[src/rtl/alu_uart_ctrl.sv]
// UART-to-ALU sequencer: collects A, B, opcode bytes,
// runs the ALU and returns result and flags bytes.
module alu_uart_ctrl #(
  parameter int N       = 8,
  parameter int TIMEOUT = 50_000_000
) (
  input  logic         clk,
  input  logic         reset,
  input  logic [N-1:0] rx_data,
  input  logic         rx_done,
  input  logic         tx_done,
  output logic         tx_start,
  output logic [N-1:0] tx_data,
  output logic [N-1:0] alu_a,
  output logic [N-1:0] alu_b,
  output logic [5:0]   alu_op,
  input  logic [N-1:0] alu_result,
  input  logic         alu_zero,
  input  logic         alu_carry,
  output logic         busy,
  output logic         timeout
);

  typedef enum logic [2:0] {
    WAIT_A,
    WAIT_B,
    WAIT_OP,
    EXEC,
    SEND_RES,
    WAIT_RES,
    SEND_FLG,
    WAIT_FLG
  } state_t;

  localparam int CW =
    (TIMEOUT > 1) ? $clog2(TIMEOUT) : 1;
  localparam logic [CW-1:0] CNT_LAST =
    CW'((TIMEOUT > 0) ? TIMEOUT - 1 : 0);

  state_t        state;
  state_t        state_n;
  logic [CW-1:0] cnt;
  logic          expire;
  logic          op_err;
  logic [N-1:0]  res_q;
  logic [N-1:0]  flg_q;
  logic [N-1:0]  res_n;
  logic [N-1:0]  flg_n;

  function automatic logic op_valid(
    input logic [N-1:0] b
  );
    logic ok;
    case (b[5:0])
      6'b100000,
      6'b100010,
      6'b100100,
      6'b100101,
      6'b100110,
      6'b100111,
      6'b000010,
      6'b000011: ok = 1'b1;
      default:   ok = 1'b0;
    endcase
    return ok && (b[7:6] == 2'b00);
  endfunction

  assign expire = (TIMEOUT != 0) && (cnt == CNT_LAST);
  assign busy   = (state != WAIT_A);

  assign res_n = op_err ? '0 : alu_result;
  assign flg_n = op_err ?
    {1'b1, {(N-1){1'b0}}} :
    {{(N-2){1'b0}}, alu_carry, alu_zero};

  // State register
  always_ff @(posedge clk) begin
    if (reset) state <= WAIT_A;
    else       state <= state_n;
  end

  // Next-state, tx_start and timeout pulse decode
  always_comb begin
    state_n  = state;
    tx_start = 1'b0;
    timeout  = 1'b0;
    unique case (state)
      WAIT_A:
        if (rx_done) state_n = WAIT_B;
      WAIT_B:
        if (rx_done) begin
          state_n = WAIT_OP;
        end else if (expire) begin
          timeout = 1'b1;
          state_n = WAIT_A;
        end
      WAIT_OP:
        if (rx_done) begin
          state_n = EXEC;
        end else if (expire) begin
          timeout = 1'b1;
          state_n = WAIT_A;
        end
      EXEC:
        state_n = SEND_RES;
      SEND_RES: begin
        tx_start = 1'b1;
        state_n  = WAIT_RES;
      end
      WAIT_RES:
        if (tx_done) state_n = SEND_FLG;
      SEND_FLG: begin
        tx_start = 1'b1;
        state_n  = WAIT_FLG;
      end
      WAIT_FLG:
        if (tx_done) state_n = WAIT_A;
      default:
        state_n = WAIT_A;
    endcase
  end

  // Inter-byte counter; runs only mid-frame
  always_ff @(posedge clk) begin
    if (reset) begin
      cnt <= '0;
    end else if ((state == WAIT_B ||
                  state == WAIT_OP) && !rx_done) begin
      cnt <= cnt + 1'b1;
    end else begin
      cnt <= '0;
    end
  end

  // Operand, opcode and result/flags capture
  always_ff @(posedge clk) begin
    if (reset) begin
      alu_a   <= '0;
      alu_b   <= '0;
      alu_op  <= '0;
      op_err  <= 1'b0;
      res_q   <= '0;
      flg_q   <= '0;
      tx_data <= '0;
    end else begin
      if (state == WAIT_A && rx_done)
        alu_a <= rx_data;
      if (state == WAIT_B && rx_done)
        alu_b <= rx_data;
      if (state == WAIT_OP && rx_done) begin
        alu_op <= rx_data[5:0];
        op_err <= !op_valid(rx_data);
      end
      if (state == EXEC) begin
        res_q   <= res_n;
        flg_q   <= flg_n;
        tx_data <= res_n;
      end
      if (state == WAIT_RES && tx_done)
        tx_data <= flg_q;
    end
  end

endmodule

[config.mk]
export PLATFORM = sky130hd
export DESIGN_NAME = alu_uart_ctrl
export DESIGN_NICKNAME = d
export VERILOG_FILES = /design/src/rtl/alu_uart_ctrl.sv
export SDC_FILE = /design/constraint.sdc
export NUM_CORES = 1
export LEC_CHECK = 0
export ABC_AREA = 1
export CAP_MARGIN = 20
export CORE_UTILIZATION = 47
export DETAILED_ROUTE_END_ITERATION = 16
export PLACE_DENSITY = 0.76
export SLEW_MARGIN = 20
export SYNTH_ARGS = -nofsm -noshare
export SYNTH_HDL_FRONTEND = slang
export SYNTH_SLANG_ARGS = --single-unit
[constraint.sdc]
create_clock -name clk -period 1.3 [get_ports clk]
set_clock_uncertainty 0.05 [all_clocks]
set_input_delay 0.26 -clock clk [delete_from_list [all_inputs] [get_ports clk]]
set_output_delay 0.26 -clock clk [all_outputs]
set_load 0.01 [all_outputs]
==> results.sh, run 1 <==
export IMPL_status="complete, but fails checks"
export IMPL_violations="negative setup slack"
export IMPL_critPathRequiredTime_ps=990
export IMPL_gp_congestion=0.876
export IMPL_avgRoutedWirePerCell_um=19.1
export IMPL_io_buffers=54
export IMPL_synth_cell_types=33
export IMPL_track_usage=0.274
export IMPL_grt_overflow_total=0
export IMPL_slew_limit_headroom=0.591
export IMPL_ys_seq_area_frac=0.439
export IMPL_critPathMostFrequentCell="nor2_2"
export IMPL_worst_pin_slew_ps=607
export IMPL_end_kind="output pin"
export IMPL_post_route_min_period_ps=1950
export IMPL_wirelength_um=12700
export IMPL_syn_mean_instance_area_um2=6.91
export IMPL_max_freq_ghz=0.512
export IMPL_crit_family="simple AND/OR/NAND/NOR gates"
export IMPL_instances_no_fill=665
export IMPL_layout_drive_gt1_share=0.531
export IMPL_ys_ff_latch=63
export IMPL_synth_area_um2=2870
export IMPL_place_inst=611
export IMPL_synth_nets=439
export IMPL_vdd_drop_max_v=0.000859
export IMPL_cts_sinks=63
export IMPL_ant_nets=0
export IMPL_slowest_stage="dfxtp_2"
export IMPL_viasPerCell=5.78
export IMPL_initial_core_util=0.485
export IMPL_path_buf_inv=2
export IMPL_worstReg2RegEnd="cnt[16]"
export IMPL_min_from="alu_a[7]"
export IMPL_rr_worst_depth=10
export IMPL_drc=0
export IMPL_clk_pin_slew_ps=80
export IMPL_finalHoldViolations=0
export IMPL_num_vias=3844
export IMPL_syn_to_final_growth_pct=86.8
export IMPL_grt_max_degree=25
export IMPL_fin_nets=608
export IMPL_grt_pass1_wl_um=13400
export IMPL_drt_iter0_drc=285
export IMPL_core_area_um2=5920
export IMPL_synth_cells=416
export IMPL_worstSetupPathType="flip-flop to output pin"
export IMPL_path_max_fanout=2
export IMPL_maxCapViolCount=0
export IMPL_antenna_cells=0
export IMPL_clock_path_buffers=2
export IMPL_finalSetupViolations=53
export IMPL_hold_path_class="flip-flop to flip-flop"
export IMPL_crit_chain="inv_2, nand2_1, nor2_2, nand2_1, nor2_2, nand2_2, nor2_2, buf_2"
export IMPL_crit_start="cnt[16]"
export IMPL_fin_util=0.906
export IMPL_dpl_hpwl_um=5580
export IMPL_ios=55
export IMPL_root_buffer="clkbuf_8"
export IMPL_clk_latency_ps=360
export IMPL_dr_pass1_iters=6
export IMPL_cts_max_level=3
export IMPL_dpl_cell_area_um2=4050
export IMPL_crit_arrival_ps=1640
export IMPL_p_per_area_nw_per_um2=910
export IMPL_cts_tree="built"
export IMPL_fin_crit_sh=1.50
export IMPL_die_area_um2=6430
export IMPL_min_path_cells=2
export IMPL_power_mw=4.88
export IMPL_reg2reg_from="cnt[1]"
export IMPL_layout_setup_ws_ps=-655
export IMPL_ff2ff_setup_slack_ps=-400
export IMPL_antenna_found_initial=0
export IMPL_grt_pass1_vias=3102
export IMPL_drv_slew=0
export IMPL_holdPathEnd="alu_a[7]"
export IMPL_final_cell_area_um2=5370
export IMPL_numCtsBuffers=9
export IMPL_die_w_um=80.2
export IMPL_yosys_warnings=0
export IMPL_rsz0062_at_grt="yes"
export IMPL_cp_slowest_stage_delay_ps=340
export IMPL_die_h_um=80.2
export IMPL_power_leakage_nw=2.30
export IMPL_cp_start_kind="flip-flop"
export IMPL_num_rows=28
export IMPL_hold_slack_ps=419
export IMPL_cts_hold_buf=0
where the power goes:
part	switching (mW)	internal, mW	leakage [nW]
combinational	0.431	0.391	1.67
sequential	0.0618	2.00	0.524
clock	0.912	1.08	0.105
total	1.41	3.48	2.30
through the flow:
step	setup TNS [ps]	setup WS, ps
2_1_floorplan	-24.5	-24.5
3_3_place_gp	-14150	-494
3_5_place_dp	-16220	-519
4_1_cts	-2480	-428
5_1_grt	-11660	-883
6_report	-8000	-655
sequential cells by signal, summed over array words and instances (netlist names):
signal,flops
state,3
op_err,1
alu_a,8
tx_data,8
alu_b,8
flg_q,3
alu_op,6
cnt,26
how the worst max path moves through the flow:
| stage | cells past startpoint | to | slack, ps |
|---|---|---|---|
| 2_1_floorplan | 8 | cnt[24] | -20 |
| 5_1_grt | 8 | timeout | -880 |
| 3_5_place_dp | 7 | timeout | -520 |
| 4_1_cts | 8 | timeout | -430 |
| 3_3_place_gp | 7 | timeout | -490 |
| 6_report | 8 | timeout | -650 |
placed cells by master (no fill, tap or decap), types with 2 or more instances in the layout:
| cell type | count |
|---|---|
| nor2_1 | 52 |
| nand3_2 | 6 |
| a21oi_1 | 17 |
| dfxtp_1 | 39 |
| a22oi_2 | 2 |
| nand3_4 | 7 |
| nor2_2 | 15 |
| buf_6 | 30 |
| inv_1 | 32 |
| o21ai_2 | 10 |
| clkbuf_2 | 7 |
| dfxtp_2 | 21 |
| nand4_1 | 2 |
| clkinv_4 | 2 |
| buf_4 | 76 |
| bufinv_16 | 2 |
| inv_2 | 9 |
| clkbuf_8 | 9 |
| nand2_2 | 22 |
| inv_4 | 7 |
| clkbuf_16 | 2 |
| nor3_4 | 2 |
| dfxtp_4 | 3 |
| a21oi_2 | 18 |
| nand3_1 | 8 |
| buf_12 | 2 |
| clkdlybuf4s15_1 | 20 |
| nand2_1 | 55 |
| nand2_4 | 22 |
| or2_2 | 3 |
| nor3_1 | 2 |
| nor2_4 | 23 |
| dlygate4sd2_1 | 3 |
| clkdlybuf4s50_1 | 20 |
| o21ai_1 | 9 |
| o21ai_0 | 10 |
| clkinvlp_4 | 3 |
tightest hold or removal path, stage by stage (launching register included):
cell and delay (ps):
dfxtp_1 320, inv_1 70, a21oi_2 50
cells in the mapped netlist:
cell type | number | area, um^2
nor4_1 | 1 | 6.26
a211oi_2 | 1 | 12.5
buf_2 | 1 | 5.00
o21a_1 | 1 | 7.51
or2_0 | 1 | 6.26
xor2_1 | 2 | 17.5
inv_2 | 3 | 11.3
buf_1 | 1 | 3.75
nand3b_4 | 1 | 20.0
o21ai_0 | 29 | 145
buf_6 | 3 | 33.8
a31oi_1 | 1 | 6.26
nor3_1 | 3 | 15.0
nor2_1 | 85 | 319
a22oi_1 | 2 | 15.0
xnor2_1 | 1 | 8.76
a21oi_1 | 35 | 175
nor3b_1 | 1 | 7.51
dfxtp_1 | 63 | 1260
nand2_1 | 99 | 372
a21boi_0 | 1 | 7.51
nand3_2 | 3 | 30.0
nor2_4 | 2 | 22.5
nand3_1 | 16 | 80.1
inv_1 | 45 | 169
and2_1 | 1 | 6.26
nor3_4 | 2 | 32.5
ha_1 | 1 | 12.5
nand4_1 | 2 | 12.5
nand2_2 | 1 | 6.26
clkbuf_1 | 2 | 7.51
nor2_2 | 3 | 18.8
or2_2 | 3 | 18.8
logic make-up (layout without fill, tap and decap cells):
| family | after synthesis | after routing | share of synthesized area |
|---|---|---|---|
| and+or+nand+nor | 224 | 226 | 0.339 |
| AOI/OAI and AO/OA | 70 | 70 | 0.128 |
| DFF | 63 | 63 | 0.439 |
| buffers and inverters | 55 | 227 | 0.0801 |
| xor gates and xnor gates | 3 | 3 | 0.00915 |
| adders and majority gates | 1 | 1 | 0.00435 |
layer usage:
metal,vias up,track usage,part of all wire
li1,1662,-,-
met1,1794,0.292,0.35
met2,289,0.487,0.51
met3,99,0.0761,0.078
met4,0,0.145,0.066
met5,-,0,0
timing repair:
item	CTS	global route
gates resized for setup	114	230
setup endpoints to repair	81	80
gates cloned	1	4
buffers inserted	21	22
pin swaps	33	77
layout make-up:
type                    instances  area [um^2]
repair inverters                1         7.51
clock inverters                 7         97.6
repair buffers                162         1480
flip-flops and latches         63         1300
clock buffers                   9          124
well taps                      75         93.8
multi-input cells             300         2070
inverters                      48          198
fillers                       237          554
No activity file was read; power rests on OpenSTA's default activity.
==> run 2, diff against run 1 <==
--- a/config.mk
+++ b/config.mk
@@ -6,7 +6,6 @@
 export NUM_CORES = 1
 export LEC_CHECK = 0
 export ABC_AREA = 1
-export CAP_MARGIN = 20
 export CORE_UTILIZATION = 47
 export DETAILED_ROUTE_END_ITERATION = 16
 export PLACE_DENSITY = 0.76
==> results of run 2 <==
No change in the layout: final DEF, timing and power equal those of run 1.
